[src/rtl/hex_display_ctrl_if.sv]
// Bus bundle for hex_display_ctrl: control strobes and display data in,
// segment fields and held value out.
//
// Handshake: there is no valid/ready pair. load and inc are single-cycle
// strobes sampled on every rising clock edge and always accepted, and
// load wins over inc. blank_lz and blink_en are level controls. segs, held
// and wrap are registered and valid on every cycle outside reset.
interface hex_display_ctrl_if #(
    parameter int DIGITS = 6
);
    logic                  load;
    logic [4*DIGITS-1:0]   value;
    logic                  inc;
    logic                  blank_lz;
    logic [DIGITS-1:0]     blink_en;
    logic [7*DIGITS-1:0]   segs;
    logic [4*DIGITS-1:0]   held;
    logic                  wrap;

    modport master (
        output load, value, inc, blank_lz, blink_en,
        input  segs, held, wrap
    );

    modport slave (
        input  load, value, inc, blank_lz, blink_en,
        output segs, held, wrap
    );
endinterface

[src/rtl/hex_display_ctrl.sv]
// Multi-digit hex seven-segment controller: a loadable/incrementable held
// value, registered active-low glyph fields, leading-zero blanking and a
// per-digit blink driven by a free-running prescaler.
module hex_display_ctrl #(
    parameter int DIGITS    = 6,
    parameter int BLINK_DIV = 25000000
) (
    input  logic               clock,
    input  logic               reset,
    hex_display_ctrl_if.slave  bus
);
    localparam int HW = 4 * DIGITS;
    localparam int SW = 7 * DIGITS;
    localparam int CW = (BLINK_DIV > 1) ? $clog2(BLINK_DIV) : 1;
    localparam logic [CW-1:0] CNT_LAST = CW'(BLINK_DIV - 1);
    localparam logic [6:0]    SEG_BLANK = 7'h7F;

    logic [HW-1:0] held_q, held_d;
    logic          wrap_q, wrap_d;
    logic [CW-1:0] cnt_q, cnt_d;
    logic          phase_q, phase_d;
    logic [SW-1:0] segs_q, segs_d;

    // Scratch values for the per-digit render loop.
    logic [3:0]    nib;
    logic          nz_above;
    logic          dig_blank;

    // Active-low {g,f,e,d,c,b,a} pattern for one hex nibble.
    function automatic logic [6:0] glyph(input logic [3:0] n);
        logic [6:0] g;
        case (n)
            4'h0: g = 7'h40;
            4'h1: g = 7'h79;
            4'h2: g = 7'h24;
            4'h3: g = 7'h30;
            4'h4: g = 7'h19;
            4'h5: g = 7'h12;
            4'h6: g = 7'h02;
            4'h7: g = 7'h78;
            4'h8: g = 7'h00;
            4'h9: g = 7'h10;
            4'hA: g = 7'h08;
            4'hB: g = 7'h03;
            4'hC: g = 7'h46;
            4'hD: g = 7'h21;
            4'hE: g = 7'h06;
            default: g = 7'h0E;
        endcase
        return g;
    endfunction

    // Held register update: load beats inc; wrap flags an all-F rollover.
    always_comb begin
        held_d = held_q;
        wrap_d = 1'b0;
        if (bus.load) begin
            held_d = bus.value;
        end else if (bus.inc) begin
            held_d = held_q + HW'(1);
            wrap_d = (held_q == '1);
        end
    end

    // Free-running blink prescaler; phase flips each time cnt wraps.
    always_comb begin
        cnt_d   = cnt_q + CW'(1);
        phase_d = phase_q;
        if (cnt_q == CNT_LAST) begin
            cnt_d   = '0;
            phase_d = ~phase_q;
        end
    end

    // Render every digit from the current held value and phase. Walking from
    // the top digit down, nz_above tracks whether any nonzero nibble has been
    // seen, which is exactly the leading-zero condition.
    always_comb begin
        segs_d    = '1;
        nib       = '0;
        nz_above  = 1'b0;
        dig_blank = 1'b0;
        for (int i = DIGITS - 1; i >= 0; i--) begin
            nib       = held_q[4*i +: 4];
            nz_above  = nz_above | (nib != 4'h0);
            dig_blank = (bus.blank_lz && (i != 0) && !nz_above) ||
                        (phase_q && bus.blink_en[i]);
            segs_d[7*i +: 7] = dig_blank ? SEG_BLANK : glyph(nib);
        end
    end

    // State registers; reset blanks the display and drops any pending wrap.
    always_ff @(posedge clock or posedge reset) begin
        if (reset) begin
            held_q  <= '0;
            wrap_q  <= 1'b0;
            cnt_q   <= '0;
            phase_q <= 1'b0;
            segs_q  <= '1;
        end else begin
            held_q  <= held_d;
            wrap_q  <= wrap_d;
            cnt_q   <= cnt_d;
            phase_q <= phase_d;
            segs_q  <= segs_d;
        end
    end

    assign bus.segs = segs_q;
    assign bus.held = held_q;
    assign bus.wrap = wrap_q;
endmodule

[src/flat_wrapper.sv]
// flat-port wrapper written by rule: the top's interface ports become plain ports
module hex_display_ctrl_flat 
#(
    parameter int DIGITS    = 6,
    parameter int BLINK_DIV = 25000000
)
  (clock, reset, bus_load, bus_value, bus_inc, bus_blank_lz, bus_blink_en, bus_segs, bus_held, bus_wrap);
  hex_display_ctrl_if #(.DIGITS(DIGITS)) bus_i ();
  input  logic clock;
  input  logic reset;
  input wire logic [$bits(bus_i.load)-1:0] bus_load;
  input wire logic [$bits(bus_i.value)-1:0] bus_value;
  input wire logic [$bits(bus_i.inc)-1:0] bus_inc;
  input wire logic [$bits(bus_i.blank_lz)-1:0] bus_blank_lz;
  input wire logic [$bits(bus_i.blink_en)-1:0] bus_blink_en;
  output wire logic [$bits(bus_i.segs)-1:0] bus_segs;
  output wire logic [$bits(bus_i.held)-1:0] bus_held;
  output wire logic [$bits(bus_i.wrap)-1:0] bus_wrap;
  assign bus_i.load = bus_load;
  assign bus_i.value = bus_value;
  assign bus_i.inc = bus_inc;
  assign bus_i.blank_lz = bus_blank_lz;
  assign bus_i.blink_en = bus_blink_en;
  assign bus_segs = bus_i.segs;
  assign bus_held = bus_i.held;
  assign bus_wrap = bus_i.wrap;
  hex_display_ctrl #(.DIGITS(DIGITS), .BLINK_DIV(BLINK_DIV)) u_core (.clock(clock), .reset(reset), .bus(bus_i));
endmodule
[config.mk]
export PLATFORM = sky130hd
export DESIGN_NAME = hex_display_ctrl_flat
export DESIGN_NICKNAME = d
export VERILOG_FILES = /design/src/rtl/hex_display_ctrl_if.sv /design/src/rtl/hex_display_ctrl.sv /design/src/flat_wrapper.sv
export SDC_FILE = /design/constraint.sdc
export NUM_CORES = 1
export LEC_CHECK = 0
export ABC_AREA = 1
export BUFFER_PORTS_ARGS = -buffer_cell sky130_fd_sc_hd__buf_2
export CAP_MARGIN = 10
export CORE_MARGIN = 10
export CORE_UTILIZATION = 59
export CTS_CLUSTER_DIAMETER = 30
export DETAILED_ROUTE_END_ITERATION = 12
export PLACE_DENSITY = 0.83
export SYNTH_ARGS = -nofsm -noshare
export SYNTH_HDL_FRONTEND = slang
export SYNTH_SLANG_ARGS = --single-unit
[constraint.sdc]
create_clock -name clock -period 7.2 [get_ports clock]
set_input_delay 0 -clock clock [delete_from_list [all_inputs] [get_ports clock]]
set_output_delay 0 -clock clock [all_outputs]
set_load 0.02 [all_outputs]
== After elaboration in Yosys (flattened, before gate mapping) ==
Memories as Yosys holds them, arrays and structs flattened.
Cells that the tools add are included.

* Input bits: 35
* Register bits: 93
* Output and inout port bits: 67
* Bits in read-only memories: 672
* Logic and storage cells: 58
* Memories kept: 6
* Memory bits (writable): 0
* Latch bits: 0

{| class="wikitable"
|+ Memories
! memory !! depth !! width !! read ports !! clocked after Yosys merged registers in !! wr ports !! line !! source
|-
| (no name shown) || 16 || 7 || 1 || 0 || 0 || hex_display_ctrl.sv:32 || <nowiki>case (n)</nowiki>
|-
| (no name shown) || 16 || 7 || 1 || 0 || 0 || hex_display_ctrl.sv:32 ||
|-
| (no name shown) || 16 || 7 || 1 || 0 || 0 || hex_display_ctrl.sv:32 ||
|-
| (no name shown) || 16 || 7 || 1 || 0 || 0 || hex_display_ctrl.sv:32 ||
|-
| (no name shown) || 16 || 7 || 1 || 0 || 0 || hex_display_ctrl.sv:32 ||
|-
| (no name shown) || 16 || 7 || 1 || 0 || 0 || hex_display_ctrl.sv:32 ||
|}

* $lt $le $gt $ge: 0
* Multipliers: 0
* Equal/unequal tests: 2
* Reduce and logical (&&, ||, !) cells: 27
* Add/subtract/negate cells: 2
* Muxes and demuxes: 11
* Bitwise operators: 5
* Shifts and indexed selects: 0
* Divide/modulo/power cells: 0

{| class="wikitable"
|+ Operators by type and width
! kind !! number
|-
| 24-bit 2-to-1 mux || 2
|-
| 7-bit 2-to-1 mux || 6
|-
| 25-bit by 1-bit adder with 25-bit output, second input constant || 1
|-
| 25-bit == test, second input constant || 1
|-
| 25-bit 2-to-1 mux || 1
|-
| 24-bit by 1-bit adder with 24-bit output, second input constant || 1
|-
| 24-bit == test, second input constant || 1
|-
| 4-bit nonzero test || 5
|-
| 1-bit logical AND || 11
|-
| 1-bit zero test || 5
|-
| 1-bit logical OR || 5
|-
| 1-bit bitwise OR || 4
|-
| 1-bit 2-to-1 mux || 2
|-
| 2-bit nonzero test || 1
|-
| 1-bit inverter || 1
|}

== Longest topological paths before layout ==
Gate-level depths: netlist of the first run.

* Word-level depth: 9
* Depth in mapped cells: 10

== Worst setup path before layout of the first run ==
Ideal clock, no wire load.

* Kind: register to register
* From: register u_core.held_q[20] (netlist: u_core.bus.held[20])
* To: register u_core.segs_q[37] (netlist: u_core.bus.segs[37])
* Stages on the path, launching flop included: 6
* Required time: 7,104 ps
* Arrival time: 1,475 ps
* Setup slack: 5,629 ps
* Library setup time: 96 ps
* Buffers on the path: 0
* Cell sequence: dfrtp_1 inv_1 ha_1 nand4_1 a21boi_2 o211ai_1

* Word-level cells in the longest chain between the ends: 5
* Elaborated cells on any way between the ends: 6

{| class="wikitable"
|+ RTL lines
! element !! line !! source
|-
| start, declared || hex_display_ctrl.sv:18 || <nowiki>logic [HW-1:0] held_q, held_d;</nowiki>
|-
| start signal, assigned || hex_display_ctrl.sv:101 || <nowiki>held_q <= held_d;</nowiki>
|-
| branches (longest 4 deep; another with memory read 16 x 7 bit) || n/a ||
|-
| 7-bit 2-to-1 mux * || hex_display_ctrl.sv:88 || <nowiki>segs_d[7*i +: 7] = dig_blank ? SEG_BLANK : glyph(nib);</nowiki>
|-
| named net u_core.segs_d[37] || hex_display_ctrl.sv:22 || <nowiki>logic [SW-1:0] segs_q, segs_d;</nowiki>
|-
| end signal, assigned || hex_display_ctrl.sv:105 || <nowiki>segs_q <= segs_d;</nowiki>
|-
| end, declared || hex_display_ctrl.sv:22 ||
|}

Mark *: on every way through the listed nets, which the timed path passes.
A chain may end at the register's enable or synchronous reset.

== Worst setup path after layout of the first run ==
* From: register u_core.cnt_q[0]
* To: register u_core.cnt_q[18]

* Word-level cells in the longest chain between the ends: 2
* Elaborated cells on any way between the ends: 3

{| class="wikitable"
|+ RTL lines
! element !! line !! source
|-
| start, declared || hex_display_ctrl.sv:20 || <nowiki>logic [CW-1:0] cnt_q, cnt_d;</nowiki>
|-
| start signal, assigned || hex_display_ctrl.sv:103 || <nowiki>cnt_q <= cnt_d;</nowiki>
|-
| 25-bit by 1-bit adder with 25-bit output or 25-bit == test (tied branches) || hex_display_ctrl.sv:67, hex_display_ctrl.sv:69 ||
|-
| 25-bit 2-to-1 mux * || hex_display_ctrl.sv:69 || <nowiki>if (cnt_q == CNT_LAST) begin</nowiki>
|-
| named net u_core.cnt_d[18] || hex_display_ctrl.sv:20 ||
|}

The timed path passes the listed nets; every way through them passes the cells marked *.

==> results.md, run 1 <==
* Final setup margin at roughly 5300 ps
* Die H at roughly 120 um
* Cell Chain, Critical Path: ha_1 -> nand2_1 -> nor2_4 -> nand3_1 -> nor2_2 -> nor2_1
* Via density per instance at about 5.6
* Status: finished, final reports clean
* Peak VDD IR at 0.000124 V
* Synth area leader: dfrtp_1
* Mapped Nets at around 830
* CP Capture Type: register
* Post-CTS Setup Bufs at 0
* EDFF count, synth at 0
* Drc violations at 0
* Core area at between 9000 and 10,000 sq um
* Vias in the first global route at roughly 5,500
* Library cells used by synthesis at 40
* Antenna violations before repair at 2
* Worst path bufs/invs at 0
* Main synth FF type: dfrtp_1
* Cells after DPL at approximately 980
* Final Skew at roughly 9.4 ps
* Min-Delay Path Class: in2reg
* Post-CTS Resized at 0
* Vias post-DR at 5,804
* Area growth syn-to-layout at 18.5%
* Synth top area cells: dfrtp_1 (21%), dfstp_2 (19%), nand2_1 (11%), ha_1 (6.7%), nand3_1 (6.3%)
* Crit path required time at around 7400 ps
* I/O pins at 102
* Routed Wire Length at about 17 mm
* Area occupied by multi-input gates at around 3100 sq um
* Max Slew Vio Count at 0
* Max-Cap Viols at 0
* Slew headroom at 0.518
* Final period util at 0.262
* Setup WS pre-CTS at about 5400 ps
* Grt total ovfl at 0
* CP delay by family, top: simple AND/OR/NAND/NOR gates
* Share of cells above drive strength 1 at 0.250
* Leak Pwr at between 0.003 and 0.004 uW
* Max Clock Freq at around 530 MHz
* Fin. Hold Viols at 0
* Pwr Total at approximately 1400 uW
* Commonest non-fill, non-tap cell in the layout: nand2_1
* Yosys reg bits at slightly above 90
* Clk sinks at 93
* Hold-fix buffers, CTS at 30
* Most frequent cells in the layout: nand2_1 (178), buf_2 (101), nor2_1 (86)
* Cells after Synth at roughly 770
* CP arrival at roughly 2100 ps
* Fill count at approximately 800
* Layout Nets at about 960
* Sequential share of the synthesized area at 0.401
* TritonRoute pass-1 iters at 8
* Clock Pin Slew Worst Setup and Hold Paths at ~90 ps
* Largest net degree at the start of global routing at 53
* Top cell type's share of synthesized area at 0.215
* Syn avg cell area at roughly 7.8 sq um
* Die area at around 14,000 sq um
* CP max-delay cell: nor2_2
* First-pass GRT wire length at 27.2 mm
* Row cnt at 36
* Final Setup Violations at 0
* Hpwl dp at between 10 and 15 mm
* Initial Utilization at 0.608
* CTS Buf Count at 9
* Final ANT Viol Nets at 0
* Crit start category: register
* CTS tree: built
* Total GRT Usage at 0.228
* Fin crit period at around 1900 ps
* Async SR Flop Fraction at 1.00
* Clock Path Buffers at 2
* Critical Path Max Stage Delay at about 490 ps
* Slew @ Worst Pin at about 720 ps
* DP Area at 6510 sq um
* Gpl congestion at ~0.93
* Clk Tree Root Cell: clkbuf_8
* H-tree levels at 3
* Critical path class: reg2reg
* Syn. warnings at 0
* Number of DRC markers in iteration 0 at 579
* Input/output buffers at a little over 100
* Reg2reg setup slack at 5310 ps
* Routed len/inst at around 16 um
* FF+latch area at about 2400 sq um
* Clk Latency, worst-skew pair at around 370 ps
* Final instance area at roughly 7000 sq um
* RSZ-0062 raised after global routing: no
* Worst Path Max Fanout at 11
* Fin Setup TNS at 0 ps
* Post-route insts no fill at a little over 1,000
* Pwr/cell area at 201 nW/um^2
* Mapped cell area at slightly below 6000 sq um
* Die W at around 120 um
worst reg2reg max path, cell delays in order (launching register included):
cell	delay (ps)
dfrtp_1	440
ha_1	300
nand2_1	130
nor2_4	140
nand3_1	110
nor2_2	490
nor2_1	130
logic make-up after synthesis:
group / synth area share
DFF: 0.401
adders and majority gates: 0.0674
xor gates and xnor gates: 0.0265
and+or+nand+nor: 0.329
AOI/OAI and AO/OA: 0.0980
buffers and inverters: 0.0784
final timing paths:
| check | startpoint | to | depth (start not counted) |
|---|---|---|---|
| max | u_core.cnt_q[0] | u_core.cnt_q[18] | 6 |
| min | bus_blink_en[2] | u_core.bus.segs[19] | 3 |
| max reg2reg | u_core.cnt_q[0] | u_core.cnt_q[18] | 6 |
| min reg2reg | u_core.cnt_q[0] | u_core.cnt_q[0] | 1 |
| max in group asynchronous | reset | u_core.cnt_q[12] | 4 |
| min in group asynchronous | reset | u_core.cnt_q[15] | 3 |
layout make-up:
cell class / instances / share of cell area
Multi-Input combinational cell: 560 / 0.440
Clock buffer: 11 / 0.0201
Antenna cell: 2 / 0.000711
Clock inverter: 5 / 0.0107
Sequential cell: 93 / 0.338
Timing Repair Buffer: 133 / 0.117
Tap cell: 133 / 0.0237
Inverter: 94 / 0.0503
metal layers:
layer	vias up	track usage	routed length, um
li1	2744	-	-
met1	2718	0.277	6670
met2	294	0.377	8150
met3	48	0.0521	1360
met4	0	0.110	549
met5	-	0	0
synth_stat cells, drive strengths merged, types with 2 or more instances:
| master | count |
|---|---|
| o21ai | 26 |
| nor3 | 10 |
| o22ai | 9 |
| a31oi | 3 |
| xnor2 | 5 |
| ha | 32 |
| nand4 | 17 |
| inv | 94 |
| a21oi | 14 |
| o211ai | 13 |
| a22oi | 17 |
| buf | 14 |
| nand3 | 77 |
| xor2 | 13 |
| clkbuf | 5 |
| dfrtp | 51 |
| nor2 | 119 |
| a211oi | 2 |
| nand2 | 194 |
| o311ai | 2 |
| dfstp | 42 |
flip-flops by register name (all words and copies together), names as in the netlist:
register / count
u_core.bus.segs: 42
u_core.cnt_q: 25
u_core.bus.held: 24
u_core.bus.wrap: 1
u_core.phase_q: 1
metrics by stage:
step	hold slack [ps]	util
after floorplan	127	-
after global placement	112	0.666
after detailed placement	134	0.666
after CTS	3.01	0.719
after global routing	33.6	0.720
final	11.8	0.720
report_power, final:
group	internal (uW)	switching (uW)	leakage (uW)
registers	607	52.8	0.00109
logic	124	239	0.00217
clock network	204	184	0.000113
total	935	476	0.00338
Power figures use the tool's default switching activity.
==> run 2, diff against run 1 <==
- CORE_UTILIZATION: 59 -> 57
- PLACE_DENSITY: 0.83 -> 0.81
- clock period: 7.2 -> 1.8 ns (I/O delays scaled with it)
==> run 2 against run 1 <==
Against the previous run:
- sequential power grew to 4.0 times the previous value
- sequential cell count is the same
- critical path depth increased by 3
- non-clock buffer count grew 17
- worst hold slack improved by 18 ps
- maximum frequency up 13%
- register-to-register slack got worse by 5200 ps
- clock power grew to 3.3 times the previous value
- die area increased by 2.9%
- critical path type unchanged
- largest power group unchanged
- highest routed layer unchanged
==> results.md, run 2 (synthesis gave the netlist of run 1 again) <==
* Status: finished, final reports clean (unchanged)
* CP Launch Point: u_core.bus.held[14] (was u_core.cnt_q[0])
* Via density per instance at 5.62 (was 5.63)
* H-tree levels at 3 (unchanged)
* CTS tree: built (unchanged)
* Cell Chain, Critical Path: nand2_1 -> inv_1 -> nand2_1 -> nor2_1 -> nand2_1 -> nand2_1 -> nand2_1 -> nand2_1 -> nand2_1 (was ha_1 -> nand2_1 -> nor2_4 -> nand3_1 -> nor2_2 -> nor2_1)
* Clock power frac at 0.236 (was 0.275)
* Clk sinks at 93 (unchanged)
* Max FFs per register at 42 (unchanged)
* CTS Buf Count at 9 (unchanged)
* Clock Path Buffers at 2 (unchanged)
* CP arrival at 1930 ps (was 2110 ps)
* Input/output buffers at 101 (unchanged)
* Leak Pwr at 0.00342 uW (was 0.00338 uW)
* Area growth syn-to-layout at 20.6% (was 18.5%)
* Hpwl dp at 12.6 mm (was 12.4 mm)
* Worst path bufs/invs at 1 (was 0)
* Crit start category: register (unchanged)
* Met3 Use GR at 0.0513 (was 0.0521)
* Met1 Use GR at 0.276 (was 0.277)
* Core area at 10,200 sq um (was 9770 sq um)
* Crit path required time at 2060 ps (was 7430 ps)
* Switching pwr at 1950 uW (was 476 uW)
* Clock Pin Slew Worst Setup and Hold Paths at 100 ps (was 90 ps)
* Gpl congestion at 0.918 (was 0.927)
* Fill count at 843 (was 798)
* Final ANT Viol Nets at 0 (unchanged)
* Max Clock Freq at 597 MHz (was 530 MHz)
* Critical path class: reg2reg (unchanged)
* Peak VDD IR at 0.000481 V (was 0.000124 V)
* CP delay by family, top: simple AND/OR/NAND/NOR gates (unchanged)
* Die W at 122 um (was 120 um)
* Internal power at 3480 uW (was 935 uW)
* Clk Tree Root Cell: clkbuf_8 (unchanged)
* Final period util at 0.931 (was 0.262)
* Vias post-DR at 5,891 (was 5,804)
* Worst Path Max Fanout at 10 (was 11)
* Worst reg2reg path depth at 9 (was 6)
* Post-CTS Setup Bufs at 0 (unchanged)
* Clk Latency, worst-skew pair at 360 ps (was 370 ps)
* Slew headroom at 0.659 (was 0.518)
* Commonest non-fill, non-tap cell in the layout: nand2_1 (unchanged)
* Min-Delay Path Class: in2reg (unchanged)
* Die H at 122 um (was 120 um)
* Reg2reg setup slack at 120 ps (was 5310 ps)
* Total GRT Usage at 0.229 (was 0.228)
* First-pass GRT wire length at 28.0 mm (was 27.2 mm)
* Max Slew Vio Count at 0 (unchanged)
* Routed Wire Length at 17.0 mm (was 16.7 mm)
* CP Capture Type: register (unchanged)
* WP depth at 9 (was 6)
* TritonRoute pass-1 iters at 5 (was 8)
* Share of cells above drive strength 1 at 0.274 (was 0.250)
* RSZ-0062 raised after global routing: no (unchanged)
* Final Skew at 9.92 ps (was 9.39 ps)
* Worst r2r src: u_core.bus.held[14] (was u_core.cnt_q[0])
* Row cnt at 37 (was 36)
* FF-to-FF End: u_core.bus.held[16] (was u_core.cnt_q[18])
* Slew @ Worst Pin at 511 ps (was 722 ps)
* Gate power share at 0.284 (was 0.257)
* Largest net degree at the start of global routing at 94 (was 53)
* Fin crit period at 1680 ps (was 1890 ps)
* Max-Cap Viols at 0 (unchanged)
* Final Setup Violations at 0 (unchanged)
* Global route hottest layer: met2 (unchanged)
* Net Sw Frac at 0.359 (was 0.337)
* Fin Setup TNS at 0 ps (unchanged)
* I/O pins at 102 (unchanged)
* Crit-path most repeated cell: nand2_1
* Layout Nets at 975 (was 958)
* Pwr/cell area at 759 nW/um^2 (was 201 nW/um^2)
* Antenna violations before repair at 0 (was 2)
* Vias in the first global route at 5,830 (was 5,482)
* Die area at 14,900 sq um (was 14,500 sq um)
* Fin. Hold Viols at 0 (unchanged)
* Sequential power share at 0.480 (was 0.468)
* # diodes at 0 (was 2)
* M2 GR Usage at 0.388 (was 0.377)
* Core Util, Final at 0.700 (was 0.720)
* Initial Utilization at 0.580 (was 0.608)
* Grt total ovfl at 0 (unchanged)
* Most frequent cells in the layout: nand2_1 (178), buf_2 (101), inv_1 (85), nor2_1 (85), nand3_1 (75) (was nand2_1 (178), buf_2 (101), nor2_1 (86))
* Critical Path Max Stage Delay at 610 ps (was 490 ps)
* Number of DRC markers in iteration 0 at 578 (was 579)
* Worst setup path end: u_core.bus.held[16] (was u_core.cnt_q[18])
* CP max-delay cell: dfrtp_1 (was nor2_2)
* Routed len/inst at 16.2 um (about the same)
* DP Area at 6670 sq um (was 6510 sq um)
* Final instance area at 7160 sq um (was 7040 sq um)
* Drc violations at 0 (unchanged)
[run 2: power by group through the flow]
stage	logic [uW]	clock network, uW	registers [uW]
floorplan	707	0	2900
global placement	1450	0	2630
detailed placement	1480	0	2640
CTS	1540	1300	2600
global route	1700	1390	2640
finish	1540	1280	2610
[run 2: worst reg2reg max path, delay by kind of cell, from the launching register on]
family | cells | cell delay, ps
and+or+nand+nor | 8 | 840
DFF | 1 | 610
buffers and inverters | 1 | 130
[run 2: worst min-delay path by stage]
stage | startpoint | to | cells after the start
2_1_floorplan | bus_value[1] | u_core.bus.held[1] | 2
3_3_place_gp | reset | u_core.cnt_q[4] | 3
3_5_place_dp | reset | u_core.cnt_q[14] | 3
4_1_cts | bus_blink_en[0] | u_core.bus.segs[5] | 3
5_1_grt | bus_blink_en[0] | u_core.bus.segs[5] | 3
6_report | bus_blink_en[0] | u_core.bus.segs[5] | 3
[run 2: final cells by class]
| class | count | area (sq um) | area share |
|---|---|---|---|
| multi-input cells | 560 | 3100 | 0.432 |
| flip-flops and latches | 93 | 2390 | 0.333 |
| repair buffers | 150 | 976 | 0.136 |
| inverters | 94 | 357 | 0.0498 |
| well taps | 136 | 170 | 0.0238 |
| clock buffers | 9 | 124 | 0.0173 |
| clock inverters | 7 | 50.0 | 0.00699 |
[run 2: per-stage QoR]
stage,setup WS (ps),cells,total power (uW),hold slack [ps]
3_5_place_dp,113,1002,4120,180
2_1_floorplan,229,766,3600,127
4_1_cts,102,1049,5440,12.7
3_3_place_gp,145,1002,4080,173
6_report,124,1049,5440,29.5
5_1_grt,3.29,1049,5720,23.5
[run 2: timing repair]
action	CTS	global route
hold buffers	31	0
gates resized for setup	0	9
hold endpoints to repair	93	0
setup endpoints to repair	0	5
[run 2: layer usage]
layer  up-vias  share of wire
li1       2772              -
met1      2789           0.40
met2       288           0.50
met3        42          0.080
met4         0          0.022
met5         -              0
